<file path="src/rtl/mult_sched_pkg.sv">
// mult_sched_pkg: shared definitions for the shared shift-add multiplier
// scheduler.
//
// Contents:
//   DEF_WIDTH  default operand width in bits (product is 2*DEF_WIDTH bits)
//   DEF_CNT_W  default bit-counter width; 2**DEF_CNT_W must exceed DEF_WIDTH
//   state_t    scheduler FSM encoding (S_IDLE, S_RUN, S_DONE)
package mult_sched_pkg;

  localparam int DEF_WIDTH = 4;
  localparam int DEF_CNT_W = 3;

  typedef enum logic [1:0] {
    S_IDLE = 2'd0,
    S_RUN  = 2'd1,
    S_DONE = 2'd2
  } state_t;

endpackage : mult_sched_pkg

</file>
<file path="src/rtl/mult_sched_rr_arb2.sv">
// rr_arb2: combinational two-way round-robin arbiter.
//
// Ports:
//   req0, req1  input   request levels from port 0 and port 1
//   last        input   index of the most recently granted port
//   any         output  at least one port is requesting
//   winner      output  index of the chosen port (valid when any=1)
//
// A lone requester always wins. When both request, the port that was not
// served last wins, so a continuously requesting port cannot starve the
// other one.
module rr_arb2 (
  input  logic req0,
  input  logic req1,
  input  logic last,
  output logic any,
  output logic winner
);

  assign any = req0 | req1;

  always_comb begin
    // NOTE: every output of a combinational block gets a default first, so
    // no path through the block can leave it unassigned and infer a latch.
    winner = 1'b0;
    if (req0 && req1) begin
      winner = ~last;
    end else if (req1) begin
      winner = 1'b1;
    end
  end

endmodule : rr_arb2

</file>
<file path="src/rtl/mult_sched.sv">
// mult_sched: shares one sequential shift-add multiplier between two
// requesters using round-robin arbitration.
//
// Parameters:
//   WIDTH   operand width in bits; products are 2*WIDTH bits
//   CNT_W   bit-counter width; 2**CNT_W must exceed WIDTH
//
// Ports:
//   topclock           input   single clock, rising-edge active
//   topreset           input   synchronous active-high reset
//   req0, a0, b0       input   port 0 request level and operands
//   req1, a1, b1       input   port 1 request level and operands
//   busy               output  operation in progress (state != IDLE)
//   gnt                output  index of the current or last granted port
//   done0, result0     output  port 0 one-cycle done pulse and held product
//   done1, result1     output  port 1 one-cycle done pulse and held product
//
// Build option:
//   MULT_SCHED_ZERO_SKIP_EN  when defined, a grant whose multiplicand or
//   multiplier is zero goes straight to DONE with a zero product (done
//   visible one cycle after the grant edge). When undefined, zero operands
//   run the full WIDTH cycles like any other operands.
//
// Operation: in IDLE the arbiter picks a requester, whose operands are
// latched. RUN then processes one multiplier bit per clock: the
// multiplicand is kept pre-shifted so that on every edge it equals
// opa << cnt, and the multiplier is shifted right so its LSB is opb[cnt].
// The edge that consumes the last bit writes the product and done flag of
// the granted port, so both are visible during the single DONE cycle.
module mult_sched
  import mult_sched_pkg::*;
#(
  parameter int WIDTH = DEF_WIDTH,
  parameter int CNT_W = DEF_CNT_W
) (
  input  logic               topclock,
  input  logic               topreset,
  input  logic               req0,
  input  logic [WIDTH-1:0]   a0,
  input  logic [WIDTH-1:0]   b0,
  input  logic               req1,
  input  logic [WIDTH-1:0]   a1,
  input  logic [WIDTH-1:0]   b1,
  output logic               busy,
  output logic               gnt,
  output logic               done0,
  output logic [2*WIDTH-1:0] result0,
  output logic               done1,
  output logic [2*WIDTH-1:0] result1
);

  localparam int PW = 2 * WIDTH;

  state_t           state;
  state_t           state_nxt;

  logic             any;
  logic             winner;
  logic [WIDTH-1:0] win_a;
  logic [WIDTH-1:0] win_b;
  logic             zero_op;

  logic [PW-1:0]    acc;
  logic [PW-1:0]    acc_nxt;
  logic [PW-1:0]    mcand;
  logic [WIDTH-1:0] mplier;
  logic [CNT_W-1:0] cnt;
  logic             last_bit;

  // Arbitration is only acted on in IDLE; gnt doubles as the "last served"
  // history, and resets to 1 so port 0 wins the first contention.
  rr_arb2 u_arb (
    .req0   (req0),
    .req1   (req1),
    .last   (gnt),
    .any    (any),
    .winner (winner)
  );

  assign win_a    = winner ? a1 : a0;
  assign win_b    = winner ? b1 : b0;
  assign last_bit = (cnt == CNT_W'(WIDTH - 1));
  assign busy     = (state != S_IDLE);

`ifdef MULT_SCHED_ZERO_SKIP_EN
  assign zero_op = (win_a == '0) || (win_b == '0);
`else
  assign zero_op = 1'b0;
`endif

  // Conditional add of the pre-shifted multiplicand for the current bit.
  // The largest product (2**WIDTH-1)**2 fits in PW bits, so no carry out.
  assign acc_nxt = mplier[0] ? (acc + mcand) : acc;

  // ---------------------------------------------------------------------
  // FSM: state register
  // ---------------------------------------------------------------------
  always_ff @(posedge topclock) begin
    // NOTE: clocked state uses non-blocking assignments so every register
    // samples pre-edge values regardless of statement or block order.
    if (topreset) begin
      state <= S_IDLE;
    end else begin
      state <= state_nxt;
    end
  end

  // ---------------------------------------------------------------------
  // FSM: next-state logic
  // ---------------------------------------------------------------------
  always_comb begin
    state_nxt = state;
    unique case (state)
      S_IDLE: begin
        if (any) begin
          state_nxt = zero_op ? S_DONE : S_RUN;
        end
      end
      S_RUN: begin
        if (last_bit) begin
          state_nxt = S_DONE;
        end
      end
      S_DONE: begin
        state_nxt = S_IDLE;
      end
      default: begin
        state_nxt = S_IDLE;
      end
    endcase
  end

  // ---------------------------------------------------------------------
  // Datapath, grant register and per-port result registers
  // ---------------------------------------------------------------------
  always_ff @(posedge topclock) begin
    if (topreset) begin
      gnt     <= 1'b1;
      acc     <= '0;
      mcand   <= '0;
      mplier  <= '0;
      cnt     <= '0;
      done0   <= 1'b0;
      done1   <= 1'b0;
      result0 <= '0;
      result1 <= '0;
    end else begin
      // Done flags are single-cycle pulses; only the completing edge sets one.
      done0 <= 1'b0;
      done1 <= 1'b0;

      unique case (state)
        S_IDLE: begin
          if (any) begin
            gnt    <= winner;
            mcand  <= {{WIDTH{1'b0}}, win_a};
            mplier <= win_b;
            acc    <= '0;
            cnt    <= '0;
            // Zero-skip completes on the grant edge itself; only the
            // winner's result and done are written.
            if (zero_op) begin
              if (winner) begin
                result1 <= '0;
                done1   <= 1'b1;
              end else begin
                result0 <= '0;
                done0   <= 1'b1;
              end
            end
          end
        end

        S_RUN: begin
          acc    <= acc_nxt;
          mcand  <= mcand << 1;
          mplier <= mplier >> 1;
          cnt    <= cnt + CNT_W'(1);
          // The final add is folded straight into the result register so
          // the product is visible during DONE alongside the done pulse.
          if (last_bit) begin
            if (gnt) begin
              result1 <= acc_nxt;
              done1   <= 1'b1;
            end else begin
              result0 <= acc_nxt;
              done0   <= 1'b1;
            end
          end
        end

        S_DONE: begin
          // Results hold; the done pulse has already been cleared above.
        end

        default: begin
        end
      endcase
    end
  end

endmodule : mult_sched

</file>
<file path="config.mk">
export PLATFORM = sky130hd
export DESIGN_NAME = mult_sched
export DESIGN_NICKNAME = d
export VERILOG_FILES = /design/src/rtl/mult_sched_pkg.sv /design/src/rtl/mult_sched_rr_arb2.sv /design/src/rtl/mult_sched.sv
export SDC_FILE = /design/constraint.sdc
export NUM_CORES = 1
export LEC_CHECK = 0
export CORE_ASPECT_RATIO = 1.1
export CORE_UTILIZATION = 39
export DETAILED_ROUTE_END_ITERATION = 16
export PLACE_DENSITY = 0.73
export SETUP_SLACK_MARGIN = 0.2
export SLEW_MARGIN = 20
export SYNTH_ARGS = -nofsm -noshare
export SYNTH_HDL_FRONTEND = slang
export SYNTH_HIERARCHICAL = 1
export SYNTH_SLANG_ARGS = --single-unit
</file>
<file path="constraint.sdc">
create_clock -name topclock -period 1.7 [get_ports topclock]
set_input_delay 0.255 -clock topclock [delete_from_list [all_inputs] [get_ports topclock]]
set_output_delay 0.255 -clock topclock [all_outputs]
set_load 0.05 [all_outputs]
</file>
After elaboration in Yosys (flattened, before gate mapping)
Index checks and enable logic that the tools add are counted.
- bits in registers: 44
- input bits: 20
- add/sub/neg operators: 2
- equal/unequal tests: 4
- mux-type cells: 18
- bitwise gates (word level): 4
- reductions and logical operators: 10
- operator list (operator ; count):
    one-hot mux 8 bit (2 select lines) ; 2
    2-to-1 mux 8 bit ; 3
    2-to-1 mux 4 bit ; 3
    adder 8 bit ; 1
    one-hot mux 4 bit (2 select lines) ; 1
    one-hot mux 3 bit (2 select lines) ; 1
    AND reduction 2 bit ; 3
    AND reduction 3 bit ; 2
    2-to-1 mux 1 bit ; 4
    2-to-1 mux 2 bit ; 2
    inequality test 2 bit (second input constant) ; 2
    one-hot mux 2 bit (2 select lines) ; 1
    nonzero test 2 bit ; 2
    adder 3 x 1 -> 3 bit (second input constant) ; 1
    equality test 3 x 2 -> 1 bit (second input constant) ; 1
    2-to-1 mux 3 bit ; 1
    NOT 1 bit ; 3
    OR reduction 3 bit ; 1
    equality test 2 x 1 -> 1 bit (second input constant) ; 1
    zero test 2 bit ; 1
    logical AND 1 bit ; 1
    bitwise OR 1 bit ; 1

Longest topological paths before layout
- word-level depth: 5
- depth in mapped cells: 7
- mapped depth without buffers: 6

Hierarchy
The synthesis kept the hierarchy.
- modules (own cells, without submodules) (module ; times used ; cells an instance ; area each (µm²)):
    mult_sched ; 1 ; 236 ; 2283.4
    rr_arb2 ; 1 ; 2 ; 13.8

Worst setup path after synthesis
Ideal clock, no wire load.
- path kind: reg2reg
- start point: register acc[0]
- end point: register result0[4]
- library setup time: 0.128 ns
- arrival: 1.697 ns
- data required time: 1.572 ns
- path slack: -0.125 ns
- stages on the path, launching flop included: 7
- buffers on the path: 0
- clock period less this slack: 1.825 ns
- cells stage by stage: dfxtp_1 -> ha_1 -> fa_1 -> a21o_2 -> a21o_1 -> a221oi_2 -> a211oi_1
- cells in the longest elaborated chain, start to end: 2
- RTL lines (what ; RTL line ; RTL):
    start: declaration ; mult_sched.sv:63 ; logic [PW-1:0] acc;
    start signal: assignment ; mult_sched.sv:175 ; acc <= acc_nxt;
    adder 8 bit ; mult_sched.sv:93 ; assign acc_nxt = mplier[0] ? (acc + mcand) : acc;
    2-to-1 mux 8 bit ; mult_sched.sv:93 ;
    end signal: assignment ; mult_sched.sv:186 ; result0 <= acc_nxt;
    end: declaration ; mult_sched.sv:47 ; output logic [2*WIDTH-1:0] result0,
Every way passes these cells.
A chain may end at the register's enable or synchronous reset.

Worst setup path in the final report
- start point: register acc[0]
- end point: register result1[4]
- cells in the longest elaborated chain, start to end: 2
- RTL lines (what ; RTL line ; RTL):
    adder 8 bit ; mult_sched.sv:93 ;
    2-to-1 mux 8 bit ; mult_sched.sv:93 ;
    end signal: assignment ; mult_sched.sv:183 ; result1 <= acc_nxt;
    end: declaration ; mult_sched.sv:49 ; output logic [2*WIDTH-1:0] result1
Every way passes these cells.

==> results by group <==
Global route
  • Initial antenna violation count: 0
  • Total gr overflow: 0
  • Largest net degree at the start of global routing: 18
  • GR Util All Layers: 0.180
  • First-pass GRT wire length: roughly 8.3 mm
  • Number of global-route vias before repair: 1744

Pwr
  • VDD IR max: 305 µV
  • LEAKAGE: about 1.2 nW
  • Pwr/cell area: between 700 and 800 mW/mm²

Setup path
  • FF-to-FF Start: acc[0]
  • CP Launch Type: flop
  • Crit path launch: acc[0]
  • CP max FO: 3
  • Crit end category: flop
  • Worst Path Required: roughly 1900 ps
  • Critical path type: reg2reg
  • CP arrival: a little over 2000 ps

Clock tree
  • H-tree levels: 2
  • CTS clk-pin slew, worst paths: about 90 ps
  • Clock Path Buffers: 2
  • Clk sinks: 44
  • Clock Latency Late Sink: ~300 ps
  • Root Driver: clkbuf_8
  • CTS buffer count: 5
  • CTS tree: done

Yosys
  • Synth Cell Area: 0.00230 mm²
  • Asr flop ratio synth: 0
  • Mean Syn Cell Area: 9.65 µm²
  • Post-synth EDFFs: 0
  • Sequential fraction of the synthesis area: 0.383
  • Cells after Synth: between 200 and 250
  • Post-synthesis adder-cell area fraction: 0.0577
  • Post-synthesis mux area share: 0.0523
  • Synthesized net count: between 200 and 300
  • Combinational family with the most area after synthesis: compound AO/OA/AOI/OAI gates
  • Simple-Gate Fraction of Synth Area: 0.153
  • XOR/XNOR share of the synthesized area: 0.0229
  • Yosys warning count: 6
  • Synth Flop Type: dfxtp_1
  • Synth Area in Compound Gates: 0.258
  • Synth cell types: between 50 and 60
  • Synth Register Bits: between 40 and 50

Timing
  • Least-Margin Pin Slew: 482 ps
  • Hold Vio Cnt, Final: 0
  • Final setup skew: ~9.7 ps
  • Slack of the critical path: -169 ps
  • # setup viols final: 6
  • Rel. slew slack: 0.680
  • RSZ-0062 raised after global routing: yes
  • Final Max Slew Viols: 0
  • Fin crit share: 1.10
  • Fmax: approximately 540 MHz
  • Hold slack: ~470 ps
  • Setup TNS Final: -554 ps
  • Minimum clock period: 1870 ps

Layout
  • Most common cell after layout, fill and taps aside: nor2_1
  • Filler cell count: ~490
  • N_diodes: 0
  • Storage cell area: approximately 900 µm²
  • Most frequent cells in the layout: nor2_1 (40), buf_4 (38), dfxtp_1 (37)
  • Nets: 320
  • Finished Core Util: 0.565
  • Share of layout cells above drive strength 1: 0.354
  • Synthesis-to-finish area growth: 36.1%
  • Area occupied by multi-input gates: between 0.001 and 0.0015 mm²

Route
  • Via count: just under 2000
  • First-pass DRT Iterations: 5
  • Routed wire length: 5.47 mm
  • Drt initial violations: roughly 140
  • DRT antenna net count: 0
  • Post-DR wirelength/cell: approximately 15 µm
  • Residual DRC: 0
  • Vias/cell: 5.34

Die
  • Ports: 40
  • Starting Density: 0.415
  • Die height: around 82 µm
  • Die Wd: around 75 µm
  • Cell Rows: 28
  • DIE AREA: ~0.0062 mm²
  • Core area: 0.00554 mm²

Flow run
  • Max_cap viols: 0

Placed design
  • Hpwl dp: around 3.6 mm
  • Gp weighted congestion: between 0.7 and 0.8
  • Port buffer count: 39

Hold path
  • Worst Hold Class: reg2reg
  • Worst Min Path Start: result1[2]

Outcome
  • Status: complete, but fails checks
  • Failing checks: setup timing
-- area by class of cell --
class / instances / area share
clock inverter: 2 / 0.0112
sequential: 44 / 0.287
clock buffer: 6 / 0.0232
inverter: 4 / 0.00480
multi-input combinational: 171 / 0.462
tap: 75 / 0.0300
timing repair buffer: 64 / 0.182
-- report_power, final --
| group | internal, mW | total, mW | switching [mW] |
|---|---|---|---|
| registers | 1.06 | 1.08 | 0.0273 |
| clock network | 0.436 | 0.799 | 0.362 |
| logic | 0.188 | 0.372 | 0.184 |
-- what timing repair did --
| item | in CTS | in global routing |
|---|---|---|
| gates cloned | 0 | 1 |
| gates resized for setup | 30 | 17 |
| setup endpoints to repair | 28 | 28 |
| endpoints found under the hold margin | 0 | 0 |
| pin swaps | 24 | 14 |
| hold buffers | 0 | 0 |
| setup buffers | 3 | 2 |
-- layer usage --
layer,part of all wire,global-route usage,vias to the layer above
li1,-,-,978
met1,0.44,0.228,921
met2,0.50,0.301,49
met3,0.040,0.0461,5
met4,0.011,0.0556,0
met5,0,0,-
-- cell usage after synthesis (2+ instances only) --
cell      count  area share
nand2_1       9       0.015
buf_2         5       0.011
a211o_1       2      0.0076
dfxtp_1      44        0.38
mux2_2        8       0.039
a32oi_1       2      0.0076
nor3_1        3      0.0065
ha_1          9       0.049
nand3b_1      4       0.013
clkbuf_8      4       0.024
a211oi_1     12       0.039
a222oi_1      6       0.026
a211oi_2      4       0.022
a22oi_1       6       0.020
nor2_1       40       0.065
o21ai_0       3      0.0065
xnor2_1       2      0.0076
xor2_1        4       0.015
a21oi_1      11       0.024
inv_1         4      0.0065
o2111a_1      2      0.0098
clkbuf_1      2      0.0033
a221oi_2      2       0.013
nor2b_1       4       0.011
buf_6         3       0.015
o211ai_1      3      0.0098
clkbuf_2      2      0.0044
mux2i_1       3       0.013
a22o_1        5       0.019
nand2b_1      3      0.0082
a21o_1        3      0.0098
buf_4         2      0.0065
-- registers in the layout, indices dropped and copies added (netlist names) --
register	flops
result0	8
acc	8
state	2
mcand	8
result1	8
done0	1
cnt	3
mplier	4
gnt	1
done1	1
-- final timing paths --
check | end | slack (ps) | cells past startpoint
worst min-delay path | result1[2] | 470 | 2
worst max register to register | result1[4] | -170 | 6
worst max-delay path | result1[4] | -170 | 6
worst min register to register | result1[2] | 470 | 2
-- kinds of logic (layout without fill, tap and decap cells) --
kind of cell	Yosys count	after routing
buffers and inverters	23	76
muxes	11	11
adders and majority gates	10	10
xor gates and xnor gates	6	6
AOI/OAI and AO/OA	71	71
and+or+nand+nor	73	73
DFF	44	44
-- worst max-delay path, stage by stage (launching register included) --
cell	delay (ps)
dfxtp_2	340
ha_4	160
fa_2	390
a21o_2	220
a21o_1	180
a221oi_2	320
a211oi_1	120
-- through the flow --
stage          total power [mW]  cells  setup WS [ps]  cell area [µm²]
6_report                   2.25    366           -169             3130
5_1_grt                    2.35    366           -197             3130
4_1_cts                    2.24    363           -123             3040
3_5_place_dp               1.43    352           -193             2790
3_3_place_gp               1.43    352           -176             2790
2_1_floorplan              1.32    238          -40.6             2340
Note: power is estimated with default switching activity, not from simulation.
